`src/rtl/ahb_lite_subsys.sv`:
```
// AHB-Lite slave subsystem: word RAM with wait states, GPIO set/clear/toggle
// port, free-running timer and a two-cycle ERROR response for unmapped addresses.
module ahb_lite_subsys #(
    parameter int                RAM_DEPTH  = 64,
    parameter int                RAM_WAIT   = 0,
    parameter int                GPIO_W     = 3,
    parameter logic [GPIO_W-1:0] GPIO_RESET = '0
) (
    input  logic              clk,
    input  logic              reset,
    input  logic [31:0]       HADDR,
    input  logic [1:0]        HTRANS,
    input  logic              HWRITE,
    input  logic [31:0]       HWDATA,
    output logic [31:0]       HRDATA,
    output logic              HREADY,
    output logic              HRESP,
    output logic [GPIO_W-1:0] gpio_out
);

    localparam int         AW        = $clog2(RAM_DEPTH);
    localparam int         IW        = (AW > 3) ? AW : 3;
    localparam logic [3:0] WAIT_INIT = 4'(RAM_WAIT);

    localparam logic [2:0] SEL_DATA  = 3'd0;
    localparam logic [2:0] SEL_SET   = 3'd1;
    localparam logic [2:0] SEL_CLR   = 3'd2;
    localparam logic [2:0] SEL_TGL   = 3'd3;
    localparam logic [2:0] SEL_TIMER = 3'd4;

    typedef enum logic [2:0] {
        D_IDLE,
        D_RAM,
        D_REG,
        D_ERR1,
        D_ERR2
    } dstate_e;

    dstate_e           state_q, state_d;
    logic [IW-1:0]     addr_q, addr_d;
    logic              write_q, write_d;
    logic [3:0]        wait_q, wait_d;
    logic [GPIO_W-1:0] gpio_q, gpio_d;
    logic [31:0]       timer_q, timer_d;
    logic [31:0]       mem_q [RAM_DEPTH];

    logic          accept;
    logic          ram_hit;
    logic          reg_hit;
    logic          ram_done;
    logic          reg_wr;
    logic          ram_we;
    logic [2:0]    sel;
    logic [AW-1:0] ram_idx;
    logic          unused;

    // Byte lane bits and the SEQ/NONSEQ distinction carry no meaning here.
    assign unused   = ^{HADDR[1:0], HTRANS[0]};

    assign accept   = HREADY & HTRANS[1];
    assign ram_hit  = (HADDR[31:AW+2] == '0);
    assign reg_hit  = (HADDR[31:5] == 27'h100_0000) && (HADDR[4:2] <= SEL_TIMER);
    assign sel      = addr_q[2:0];
    assign ram_idx  = addr_q[AW-1:0];
    assign ram_done = (state_q == D_RAM) && (wait_q == 4'd0);
    assign reg_wr   = (state_q == D_REG) && write_q;
    assign ram_we   = ram_done && write_q;
    assign gpio_out = gpio_q;

    always_ff @(posedge clk or posedge reset) begin
        if (reset) begin
            state_q <= D_IDLE;
        end else begin
            state_q <= state_d;
        end
    end

    always_comb begin
        state_d = state_q;
        if (HREADY) begin
            if (!accept) begin
                state_d = D_IDLE;
            end else if (ram_hit) begin
                state_d = D_RAM;
            end else if (reg_hit) begin
                state_d = D_REG;
            end else begin
                state_d = D_ERR1;
            end
        end else if (state_q == D_ERR1) begin
            state_d = D_ERR2;
        end
    end

    always_comb begin
        HREADY = 1'b1;
        HRESP  = 1'b0;
        unique case (state_q)
            D_IDLE: HREADY = 1'b1;
            D_RAM:  HREADY = (wait_q == 4'd0);
            D_REG:  HREADY = 1'b1;
            D_ERR1: begin
                HREADY = 1'b0;
                HRESP  = 1'b1;
            end
            D_ERR2: HRESP = 1'b1;
            default: HREADY = 1'b1;
        endcase
    end

    always_comb begin
        HRDATA = '0;
        if (ram_done && !write_q) begin
            HRDATA = mem_q[ram_idx];
        end else if ((state_q == D_REG) && !write_q) begin
            case (sel)
                SEL_DATA:  HRDATA = 32'(gpio_q);
                SEL_TIMER: HRDATA = timer_q;
                default:   HRDATA = '0;
            endcase
        end
    end

    always_comb begin
        addr_d  = accept ? HADDR[IW+1:2] : addr_q;
        write_d = accept ? HWRITE : write_q;

        // A RAM completion and a new RAM accept never overlap with a nonzero count.
        wait_d = wait_q;
        if (accept && ram_hit) begin
            wait_d = WAIT_INIT;
        end else if ((state_q == D_RAM) && (wait_q != 4'd0)) begin
            wait_d = wait_q - 4'd1;
        end

        gpio_d = gpio_q;
        if (reg_wr) begin
            case (sel)
                SEL_DATA: gpio_d = HWDATA[GPIO_W-1:0];
                SEL_SET:  gpio_d = gpio_q | HWDATA[GPIO_W-1:0];
                SEL_CLR:  gpio_d = gpio_q & ~HWDATA[GPIO_W-1:0];
                SEL_TGL:  gpio_d = gpio_q ^ HWDATA[GPIO_W-1:0];
                default:  gpio_d = gpio_q;
            endcase
        end

        timer_d = timer_q + 32'd1;
        if (reg_wr && (sel == SEL_TIMER)) begin
            timer_d = '0;
        end
    end

    always_ff @(posedge clk or posedge reset) begin
        if (reset) begin
            addr_q  <= '0;
            write_q <= 1'b0;
            wait_q  <= 4'd0;
            gpio_q  <= GPIO_RESET;
            timer_q <= '0;
        end else begin
            addr_q  <= addr_d;
            write_q <= write_d;
            wait_q  <= wait_d;
            gpio_q  <= gpio_d;
            timer_q <= timer_d;
        end
    end

    // RAM contents survive reset; reset only kills an in-flight write via state_q.
    always_ff @(posedge clk) begin
        if (ram_we) begin
            mem_q[ram_idx] <= HWDATA;
        end
    end

endmodule

```
`config.mk`:
```
export PLATFORM = sky130hd
export DESIGN_NAME = ahb_lite_subsys
export DESIGN_NICKNAME = d
export VERILOG_FILES = /design/src/rtl/ahb_lite_subsys.sv
export SDC_FILE = /design/constraint.sdc
export NUM_CORES = 2
export LEC_CHECK = 0
export CAP_MARGIN = 20
export CORE_MARGIN = 1.5
export CORE_UTILIZATION = 51
export DETAILED_ROUTE_END_ITERATION = 6
export PLACE_DENSITY = 0.67
export SETUP_SLACK_MARGIN = 0.4
export SYNTH_ARGS = -nofsm -noshare
export SYNTH_HDL_FRONTEND = slang
export SYNTH_SLANG_ARGS = --single-unit
```
`constraint.sdc`:
```
create_clock -name clk -period 7.71 [get_ports clk]
set_input_delay 1.542 -clock clk [delete_from_list [all_inputs] [get_ports clk]]
set_output_delay 1.542 -clock clk [all_outputs]
set_load 0.05 [all_outputs]
```
==> impl_metrics.csv <==
group,metric,value,unit
critical_path,reg2reg_depth,6,
synth,synth_top_cell_area_share,0.755,
synth,synth_edf_count,2048,
place,io_buffers,102,
sta,slew_viol_final,0,
drt,first_pass_iters,6,
drt,initialDrtViolationCount,7820,
critical_path,worstSetupPathDepth,7,
final_layout,final_common_cell,"edfxtp_1",
clocking,postCtsHoldBufs,0,
place,globalplace.congestion,0.899,
drt,via_per_inst,6.85,
pwr,switchingPower,6.48,mW
clocking,post_cts_resized,0,
die,die_y,403,um
synth,synth.cell_area,81400,um^2
critical_path,critPathCaptureType,"primary output",
pwr,p_int,18.9,mW
clocking,cts_setup_buffers,0,
pwr,ir_drop,0.259,mV
synth,synth-seq-area-share,0.771,
drt,ant_nets,0,
final_layout,layout_common_cells,"2,048 x edfxtp_1, 440 x mux4_2, 203 x clkbuf_16, 187 x mux2i_1, 140 x buf_4",
final_layout,area.growth.synth_to_final,13.1,%
pwr,leakage,29.2,nW
clocking,clk_pin_slew,0.06,ns
critical_path,critPathKind,"flop to primary output",
global_route,grt_pass1_vias,41900,
clocking,insertion_delay,0.84,ns
critical_path,timing.rr.start,"addr_q[1]$_DFFE_PP0N_",
critical_path,worstPathArrival,5.70,ns
synth,synthesis.nets,3927,
critical_path,crit_path_top_delay_cell,"dfrtp_4",
critical_path,crit_path_start_kind,"flop",
run_status,status,"finished, final reports clean",
critical_path,cp.required,6.17,ns
min_path,min-delay-start,"wait_q[1]$_DFFE_PP0P_",
die,core_area,158000,um^2
sta,worst_slew_pin_slew,1.23,ns
synth,ys_ff_latch,2097,
final_layout,fin_area,92100,um^2
critical_path,slowest_delay,1.02,ns
die,dieArea,162000,um^2
sta,finalClockSkew,0.0215,ns
synth,synth_top_cell_by_area,"edfxtp_1",
synth,ys_warn_count,0,
min_path,hold-path-cell-count,2,
pwr,p_clk_frac,0.362,
critical_path,worstPathCellList,"buf_4 > mux4_2 > a21oi_1 > o211ai_1 > nor4_1 > o21ai_1 > clkdlybuf4s50_1",
drt,via_count,43700,
critical_path,cp_max_fo,42,
pwr,power.combinational.fraction,0.135,
global_route,grt_max_degree,88,
global_route,grt_pass1_wl,341000,um
synth,yosysUniqueCellTypes,76,
synth,async_reset_ff_frac,0.0234,
min_path,hp-class,"flop to flop",
die,start_util,0.514,
clocking,cts_tree,"done",
place,dp_hpwl,147000,um
sta,fin_setup_tns,0,ns
critical_path,worstPathBufferInverterCount,2,
clocking,numCtsBuffers,200,
place,dpl_cell_area,85600,um^2
synth,synth_cells,3850,
pwr,pwr-share-seq,0.503,
clocking,ctsHtreeMaxLevel,4,
die,placement_rows,146,
drt,drc,0,
sta,setup_viol,0,
synth,synth.top_cells.by_area,"edfxtp_1 76%, mux4_2 12%, mux2i_1 2.3%, dfrtp_1 1.5%, a22oi_1 0.89%",
critical_path,critPathLaunch,"addr_q[1]$_DFFE_PP0N_",
drt,post_drt_wl_per_cell,39.2,um
sta,fmax,138,MHz
die,ios,106,
sta,fin_crit_sh,0.940,
global_route,antenna_found_initial,16,
die,die_w,403,um
drt,drt_wl_total,250000,um
clocking,root_buffer,"clkbuf_16",
clocking,clockBufferDepth,3,
critical_path,crit_family,"buffers and inverters",
clocking,cts_sinks,2097,
sta,period_needed,7.24,ns
critical_path,rrSetupSlack,2.93,ns
synth,avgSynthCellArea,21.1,um^2
sta,slew_headroom,0.176,
pwr,p_per_area,275,nW/um^2
sta,grt_setup_unrepaired,"false",
pwr,switching_share,0.256,
global_route,grt.overflow.total,0,
flow_run,cap_violations,0,
global_route,gr-usage-all-layers,0.310,
final_layout,drive_above_1_share,0.238,
synth,synth_ff_type,"edfxtp_1",
final_layout,fin_nets,4201,
final_layout,fin_util,0.581,
sta,hold_violations,0,
metrics by stage:
| step | total power [mW] | setup WS, ns | instances | hold slack (ns) |
|---|---|---|---|---|
| after floorplan | 15.1 | 3.42 | 3850 | 0.487 |
| after global placement | 16.3 | 1.57 | 5969 | 0.530 |
| after detailed placement | 16.3 | 1.54 | 5974 | 0.536 |
| after CTS | 25.3 | 0.627 | 6344 | 0.549 |
| after global routing | 25.9 | 0.544 | 6366 | 0.586 |
| final | 25.3 | 0.465 | 6373 | 0.548 |
worst min-delay path: stages, from the launching register on:
cell	delay, ns
dfrtp_1	0.36
a21oi_1	0.07
nor2_1	0.08
layout make-up:
class,count,area [um^2]
fill,11300,66300
sequential,2097,62700
multi-input combinational,1526,17900
clock buffer,271,5380
timing repair buffer,283,2780
tap,2072,2590
clock inverter,99,627
inverter,16,61.3
antenna,9,22.5
cell families after synthesis:
family / Yosys count / share of synthesized area
buf+inv: 227 / 0.0166
fa+ha+maj: 8 / 0.00123
xor+xnor: 23 / 0.00247
flops: 2097 / 0.771
mux: 652 / 0.150
simple gates: 472 / 0.0280
compound gates: 371 / 0.0315
synth_stat cells, types with 5 or more instances:
cell and count:
mux4_2 440, nand2_1 124, nor2b_1 11, and3_1 21, a211oi_1 6, nand2b_1 6, o221ai_1 5, a31oi_1 16
nor2_1 143, a221oi_1 21, a221o_1 5, buf_4 51, clkbuf_1 53, o211ai_1 8, a21oi_1 86, o22ai_1 29
xnor2_1 7, mux2_2 17, ha_1 8, and2_1 8, inv_1 15, buf_1 7, a22oi_1 96, mux2i_1 187
a32oi_1 14, dfrtp_1 49, nor3_1 18, xor2_1 16, edfxtp_1 2048, o21ai_1 7, buf_2 75, buf_6 20
mux4_1 8, o21ai_0 31, nor4_1 20, nand4_1 16, nand3_1 58, a22o_1 19, or3_1 10
power groups by stage:
| stage | clock network (mW) | registers, mW | logic (mW) |
|---|---|---|---|
| finish | 9.17 | 12.8 | 3.41 |
| global placement | 0 | 13.0 | 3.32 |
| floorplan | 0 | 12.9 | 2.17 |
| CTS | 9.24 | 12.8 | 3.35 |
| global route | 9.65 | 12.8 | 3.54 |
| detailed placement | 0 | 13.0 | 3.34 |
metal layers:
| layer | global-route usage | routed length [um] | vias up |
|---|---|---|---|
| li1 | - | - | 16700 |
| met1 | 0.442 | 93300 | 23100 |
| met2 | 0.447 | 110000 | 3252 |
| met3 | 0.0939 | 34500 | 581 |
| met4 | 0.131 | 11700 | 10 |
| met5 | 0 | 58 | - |
sequential cells by signal, summed over array words and instances (netlist names):
name / count
mem_q: 2048
write_q: 1
wait_q: 4
addr_q: 6
state_q: 3
timer_q: 32
gpio_out: 3
path summary, 6_finish.rpt:
kind                                                 to
worst max-delay path                         HRDATA[24]
worst min-delay path              wait_q[1]$_DFFE_PP0P_
worst max register to register  mem_q[46][17]$_DFFE_PP_
worst min register to register    wait_q[1]$_DFFE_PP0P_
max in group asynchronous         addr_q[3]$_DFFE_PP0N_
min in group asynchronous         wait_q[0]$_DFFE_PP0P_
Power figures use the tool's default switching activity.
